[src/rtl/vec_popcount_if.sv]
// rtl/vec_popcount_if.sv - valid/ready handshake bundle for the vector popcount pipeline
interface vec_popcount_if #(
  parameter int VEC_WIDTH    = 1100,
  parameter int POPCNT_WIDTH = $clog2(VEC_WIDTH + 1)
);
  logic [VEC_WIDTH-1:0]    vec;
  logic                    in_valid;
  logic                    this_ready;
  logic                    out_valid;
  logic                    next_ready;
  logic [POPCNT_WIDTH-1:0] popcount;

  modport master (
    output vec, in_valid, next_ready,
    input  this_ready, out_valid, popcount
  );

  modport slave (
    input  vec, in_valid, next_ready,
    output this_ready, out_valid, popcount
  );
endinterface

[src/rtl/vec_popcount.sv]
// rtl/vec_popcount.sv - pipelined popcount: per-chunk counts, then a registered binary adder tree
module vec_popcount #(
  parameter int VEC_WIDTH    = 1100,
  parameter int LUT_WIDTH    = 6,
  parameter int POPCNT_WIDTH = $clog2(VEC_WIDTH + 1)
) (
  input logic           clk,
  input logic           rst_n,
  vec_popcount_if.slave bus
);
  localparam int NCHUNK         = (VEC_WIDTH + LUT_WIDTH - 1) / LUT_WIDTH;
  localparam int PIPELINE_DEPTH = $clog2(NCHUNK) + 1;
  localparam int PADW           = NCHUNK * LUT_WIDTH;

  function automatic logic [POPCNT_WIDTH-1:0] chunk_ones(input logic [LUT_WIDTH-1:0] bits);
    logic [POPCNT_WIDTH-1:0] cnt;
    cnt = '0;
    for (int b = 0; b < LUT_WIDTH; b++) begin
      cnt = cnt + POPCNT_WIDTH'(bits[b]);
    end
    return cnt;
  endfunction

  logic                      advance;
  logic [PADW-1:0]           vec_pad;
  logic [PIPELINE_DEPTH-1:0] vld_d;
  logic [PIPELINE_DEPTH-1:0] vld_q;
  logic [POPCNT_WIDTH-1:0]   tree_d [PIPELINE_DEPTH][NCHUNK];
  logic [POPCNT_WIDTH-1:0]   tree_q [PIPELINE_DEPTH][NCHUNK];

  // One global enable: every stage moves together, so a held output freezes the whole pipe.
  assign advance        = !bus.out_valid || bus.next_ready;
  assign bus.this_ready = advance;
  assign vec_pad        = PADW'(bus.vec);
  assign vld_d[0]       = bus.in_valid;

  for (genvar c = 0; c < NCHUNK; c++) begin : g_chunk
    assign tree_d[0][c] = chunk_ones(vec_pad[c*LUT_WIDTH +: LUT_WIDTH]);
  end

  for (genvar l = 1; l < PIPELINE_DEPTH; l++) begin : g_lvl
    localparam int NP = (NCHUNK + (1 << (l - 1)) - 1) >> (l - 1);
    localparam int N  = (NCHUNK + (1 << l) - 1) >> l;
    assign vld_d[l] = vld_q[l-1];
    for (genvar i = 0; i < NCHUNK; i++) begin : g_node
      if (i >= N) begin : g_unused
        assign tree_d[l][i] = '0;
      end else if (2 * i + 1 < NP) begin : g_pair
        assign tree_d[l][i] = tree_q[l-1][2*i] + tree_q[l-1][2*i+1];
      end else begin : g_pass
        // Odd leftover of the previous level is carried forward unchanged.
        assign tree_d[l][i] = tree_q[l-1][2*i];
      end
    end
  end

  always_ff @(posedge clk) begin
    if (!rst_n) begin
      vld_q <= '0;
      for (int l = 0; l < PIPELINE_DEPTH; l++) begin
        for (int i = 0; i < NCHUNK; i++) begin
          tree_q[l][i] <= '0;
        end
      end
    end else if (advance) begin
      vld_q  <= vld_d;
      tree_q <= tree_d;
    end
  end

  assign bus.out_valid = vld_q[PIPELINE_DEPTH-1];
  assign bus.popcount  = tree_q[PIPELINE_DEPTH-1][0];
endmodule

[src/flat_wrapper.sv]
// flat-port wrapper written by rule: the top's interface ports become plain ports
module vec_popcount_flat 
#(
  parameter int VEC_WIDTH    = 1100,
  parameter int LUT_WIDTH    = 6,
  parameter int POPCNT_WIDTH = $clog2(VEC_WIDTH + 1)
)
  (clk, rst_n, bus_vec, bus_in_valid, bus_next_ready, bus_this_ready, bus_out_valid, bus_popcount);
  vec_popcount_if #(.VEC_WIDTH(VEC_WIDTH), .POPCNT_WIDTH(POPCNT_WIDTH)) bus_i ();
  input logic clk;
  input logic rst_n;
  input wire logic [$bits(bus_i.vec)-1:0] bus_vec;
  input wire logic [$bits(bus_i.in_valid)-1:0] bus_in_valid;
  input wire logic [$bits(bus_i.next_ready)-1:0] bus_next_ready;
  output wire logic [$bits(bus_i.this_ready)-1:0] bus_this_ready;
  output wire logic [$bits(bus_i.out_valid)-1:0] bus_out_valid;
  output wire logic [$bits(bus_i.popcount)-1:0] bus_popcount;
  assign bus_i.vec = bus_vec;
  assign bus_i.in_valid = bus_in_valid;
  assign bus_i.next_ready = bus_next_ready;
  assign bus_this_ready = bus_i.this_ready;
  assign bus_out_valid = bus_i.out_valid;
  assign bus_popcount = bus_i.popcount;
  vec_popcount #(.VEC_WIDTH(VEC_WIDTH), .LUT_WIDTH(LUT_WIDTH), .POPCNT_WIDTH(POPCNT_WIDTH)) u_core (.clk(clk), .rst_n(rst_n), .bus(bus_i));
endmodule
[config.mk]
export PLATFORM = sky130hd
export DESIGN_NAME = vec_popcount_flat
export DESIGN_NICKNAME = d
export VERILOG_FILES = /design/src/rtl/vec_popcount_if.sv /design/src/rtl/vec_popcount.sv /design/src/flat_wrapper.sv
export SDC_FILE = /design/constraint.sdc
export NUM_CORES = 2
export LEC_CHECK = 0
export CORE_UTILIZATION = 30
export CTS_CLUSTER_SIZE = 12
export DETAILED_ROUTE_END_ITERATION = 10
export GPL_TIMING_DRIVEN = 0
export HOLD_SLACK_MARGIN = 0.1
export PLACE_DENSITY = 0.48
export SYNTH_ARGS = -nofsm -noshare
export SYNTH_HDL_FRONTEND = slang
export SYNTH_SLANG_ARGS = --single-unit
[constraint.sdc]
create_clock -name clk -period 2.93 [get_ports clk]
set_input_delay 0.586 -clock clk [delete_from_list [all_inputs] [get_ports clk]]
set_output_delay 0.586 -clock clk [all_outputs]
set_load 0.005 [all_outputs]
==> results.md <==
* Top_reg_cell synth: dfxtp_1
* R2R Setup Slk at 0.16 ns
* Area of the multi-input gates at between 50000 and 60000 um2
* Total global-route track usage at approximately 27%
* RSZ-0062 raised after global routing: false
* Initial DRT Pass Iterations at 6
* Post-route DRC at 0
* Layout Skew at between 0.05 and 0.06 ns
* Final Net Count at approximately 14000
* CTS tree: done
* Final Max Tran Viols at 10
* Critical path class: primary input to register
* CTS hold repair buffers at 0
* Netlist cell types at 61
* Grt met2 use at a little under half
* Clock power frac at 32.6%
* Initial Util at a little under a third
* Sw Pwr at 25500 uW
* Post-CTS setup buffer count at 0
* Slack of the critical path at -0.0856 ns
* Overall Power at 72400 uW
* Final WL at between 400000 and 500000 um
* # Max-Cap Violations at 1
* CP required at 3.71 ns
* Synth Register Bits at 1484
* P_leak at roughly 0.052 uW
* Sequential element share of the synthesized area at between 30 and 40%
* VDD IR max at 627 uV
* Core Region at approximately 300000 um2
* Vias in the first global route at approximately 77000
* Most common library cells after synthesis: nand2_1, dfxtp_1, a21oi_1
* Final design utilization at 37.8%
* Highest clock rate at 0.332 GHz
* Root Buffer: clkbuf_16
* IO buf count at roughly 1100
* Power per Cell Area at about 640 nW/um2
* Placed insts at ~15000
* Syn nets at 12903
* Cell Int Power at 46800 uW
* Post-place instance area at 106000 um2
* ANT nets after route at 0
* Most frequent cell after synthesis: nand2_1
* Sequential power share at a little under two fifths
* Switching Share at a little over a third
* Area contributors post-synth: dfxtp_1, fa_1, ha_1
* Filler instances at roughly 30000
* Global-route wire length before repair at ~580000 um
* R2R cell count at 7
* Drt wl/cell at roughly 27 um
* Largest net degree at the start of global routing at 20
* Hold Startpoint: bus_in_valid
* Clk Latency, worst-skew pair at between 0.8 and 0.9 ns
* Least-Margin Pin Slew at around 1.5 ns
* Mapped Area at between 90000 and 100000 um2
* Most used routing layer: met2
* CTS buffer count at 178
* Register area at between 20000 and 30000 um2
* Worst hold path type: primary input to register
* Global route overflow at 0
* Max incr delay on CP at approximately 1.0 ns
* Die W at between 500 and 600 um
* Worst Path Max Fanout at 10
* FFs w/ async S/R, synth at 0%
* Routing usage on met1 at a little over a third
* Synth area leader: dfxtp_1
* Final cell count without fillers at about 16000
* Hold Path Sink: u_core.vld_q[0]$_SDFFE_PN0P_
* Top-area cell type share of the netlist area at between 30% and 40%
* # rows at 200
* Rel. slew slack at -0.272%
* Setup tns final at -1.72 ns
* FF-to-FF Start: u_core.vld_q[8]$_SDFFE_PN0P_
* M3 GR Usage at 4.63%
* Final Hold Viols at 0
* Most used cell, CP: buf_2
* Endpoint class of the critical path: register
* Clock period minus worst slack at slightly above 3 ns
* # IOs at between 1000 and 1500
* Failing checks: capacitance limit, slew limit, setup timing
* Clock transition at path regs at 0.06 ns
* Syn-to-layout area delta at 24.8%
* CTS sink count at between 1000 and 1500
* Die H at about 550 um
* Post-route cell area at between 100000 and 150000 um2
* Outcome: finished with violations
* EDFF count, synth at 0
* Longest Clk Path Bufs at 3
* CP max-delay cell: clkbuf_1
* Via count at slightly below 80000
* Initial antenna violation count at 59
* Comb power frac at between 30% and 40%
* Synthesis warning total at 0
* R2r endpoint: u_core.tree_q[15708]$_SDFFE_PN0P_
* Mean Syn Cell Area at between 8 and 9 um2
* Cells after synthesis at just over 10000
* H-tree depth at 4
* Final period util at 103%
* # setup viols final at 55
* CP startpoint kind: primary input
* DRT iter0 DRCs at between 5000 and 6000
* DIE AREA at 303000 um2
* DP HPWL at roughly 340000 um
* Crit-path cells: clkdlybuf4s50_1 -> buf_2 -> buf_2 -> clkbuf_1 -> a31oi_1 -> o211ai_1
* Routability cong. at 0.999
* Worst hold path depth at 3
* Routed vias/inst at 4.94
* WP data arrival at roughly 3.8 ns
* Share of layout cells above drive strength 1 at roughly 7.3%
registers in the layout (all words and copies together), names as in the netlist:
signal	count
u_core.bus.popcount	11
u_core.vld_q	9
u_core.tree_d	15
u_core.tree_q	1449
cell usage in the layout, fill, tap and decap left out, drive strengths merged, types with 5 or more instances in the layout:
cell type and n:
a2111oi 5, a211o 7, a211oi 214, a21o 239, a21oi 1351, a31oi 20
buf 416, bufinv 13, clkbuf 364, clkdlybuf4s50 1115, clkinv 37, dfxtp 1484
diode 18, fa 732, ha 907, inv 1320, nand2 1875, nand3 154
nand4 7, nand4b 39, nor2 314, nor2b 66, nor3 47, nor3b 6
nor4 71, nor4b 17, o211ai 35, o21a 12, o21ai 366, o21bai 8
or3 16, xnor2 165, xor2 122
worst max-delay path, delay by kind of cell:
| family | cells | cell delay [ns] |
|---|---|---|
| buffers and inverters | 4 | 2.79 |
| AO/OA/AOI/OAI | 2 | 0.39 |
power by group through the flow:
stage	clock (uW)	combinational (uW)	sequential, uW
after floorplan	0	12100	25900
after global placement	0	21600	27000
after detailed placement	0	21900	27100
after CTS	23900	22100	26700
after global routing	24700	24100	27100
final	23600	22000	26800
area by class of cell:
| cell class | count | share of cell area, % |
|---|---|---|
| Multi-Input combinational cell | 6841 | 47.0 |
| Sequential cell | 1484 | 26.4 |
| Timing Repair Buffer | 1117 | 9.95 |
| Clock buffer | 256 | 4.67 |
| Tap cell | 3939 | 4.38 |
| Inverter | 1311 | 4.38 |
| Buffer | 523 | 2.41 |
| Clock inverter | 62 | 0.797 |
| Antenna cell | 18 | 0.0400 |
per-stage QoR:
step	setup WS, ns	hold slack (ns)
final	-0.0856	0.281
after global routing	0.00171	0.263
after CTS	0.0146	0.226
after detailed placement	-1.50	0.445
after global placement	-1.69	0.438
after floorplan	0.473	0.432
per-layer routing:
layer	wire length, um	up-vias
li1	-	35717
met1	178000	37884
met2	195000	2631
met3	27400	543
met4	18500	32
met5	211	-
timing repair:
item | 4_1_cts | 5_1_grt
endpoints found under the setup margin | 378 | 1
pin swaps | 0 | 0
gates resized for setup | 24 | 1
logic make-up after synthesis:
kind of cell	count (synthesis)	share of synthesized area, %
multiplexers	7	0.0833
XOR/XNOR	287	2.79
AO/OA/AOI/OAI	2280	14.9
adder cells (fa/ha/maj)	1639	28.8
AND/OR/NAND/NOR	2628	12.1
buffers and inverters	1835	8.40
flip-flops	1484	33.0
worst max path at each step:
| stage | depth (start not counted) | end | slack [ns] | startpoint |
|---|---|---|---|---|
| 5_1_grt | 6 | bus_this_ready | 0.002 | u_core.vld_q[8]$_SDFFE_PN0P_ |
| 6_report | 6 | u_core.tree_q[10037]$_SDFFE_PN0P_ | -0.09 | rst_n |
| 3_5_place_dp | 7 | u_core.tree_q[16161]$_SDFFE_PN0P_ | -1.50 | rst_n |
| 2_1_floorplan | 8 | u_core.tree_q[16963]$_SDFFE_PN0P_ | 0.47 | bus_vec[678] |
| 3_3_place_gp | 7 | u_core.tree_q[8075]$_SDFFE_PN0P_ | -1.69 | rst_n |
| 4_1_cts | 6 | bus_this_ready | 0.01 | u_core.vld_q[8]$_SDFFE_PN0P_ |
No activity file was read; power rests on OpenSTA's default activity.
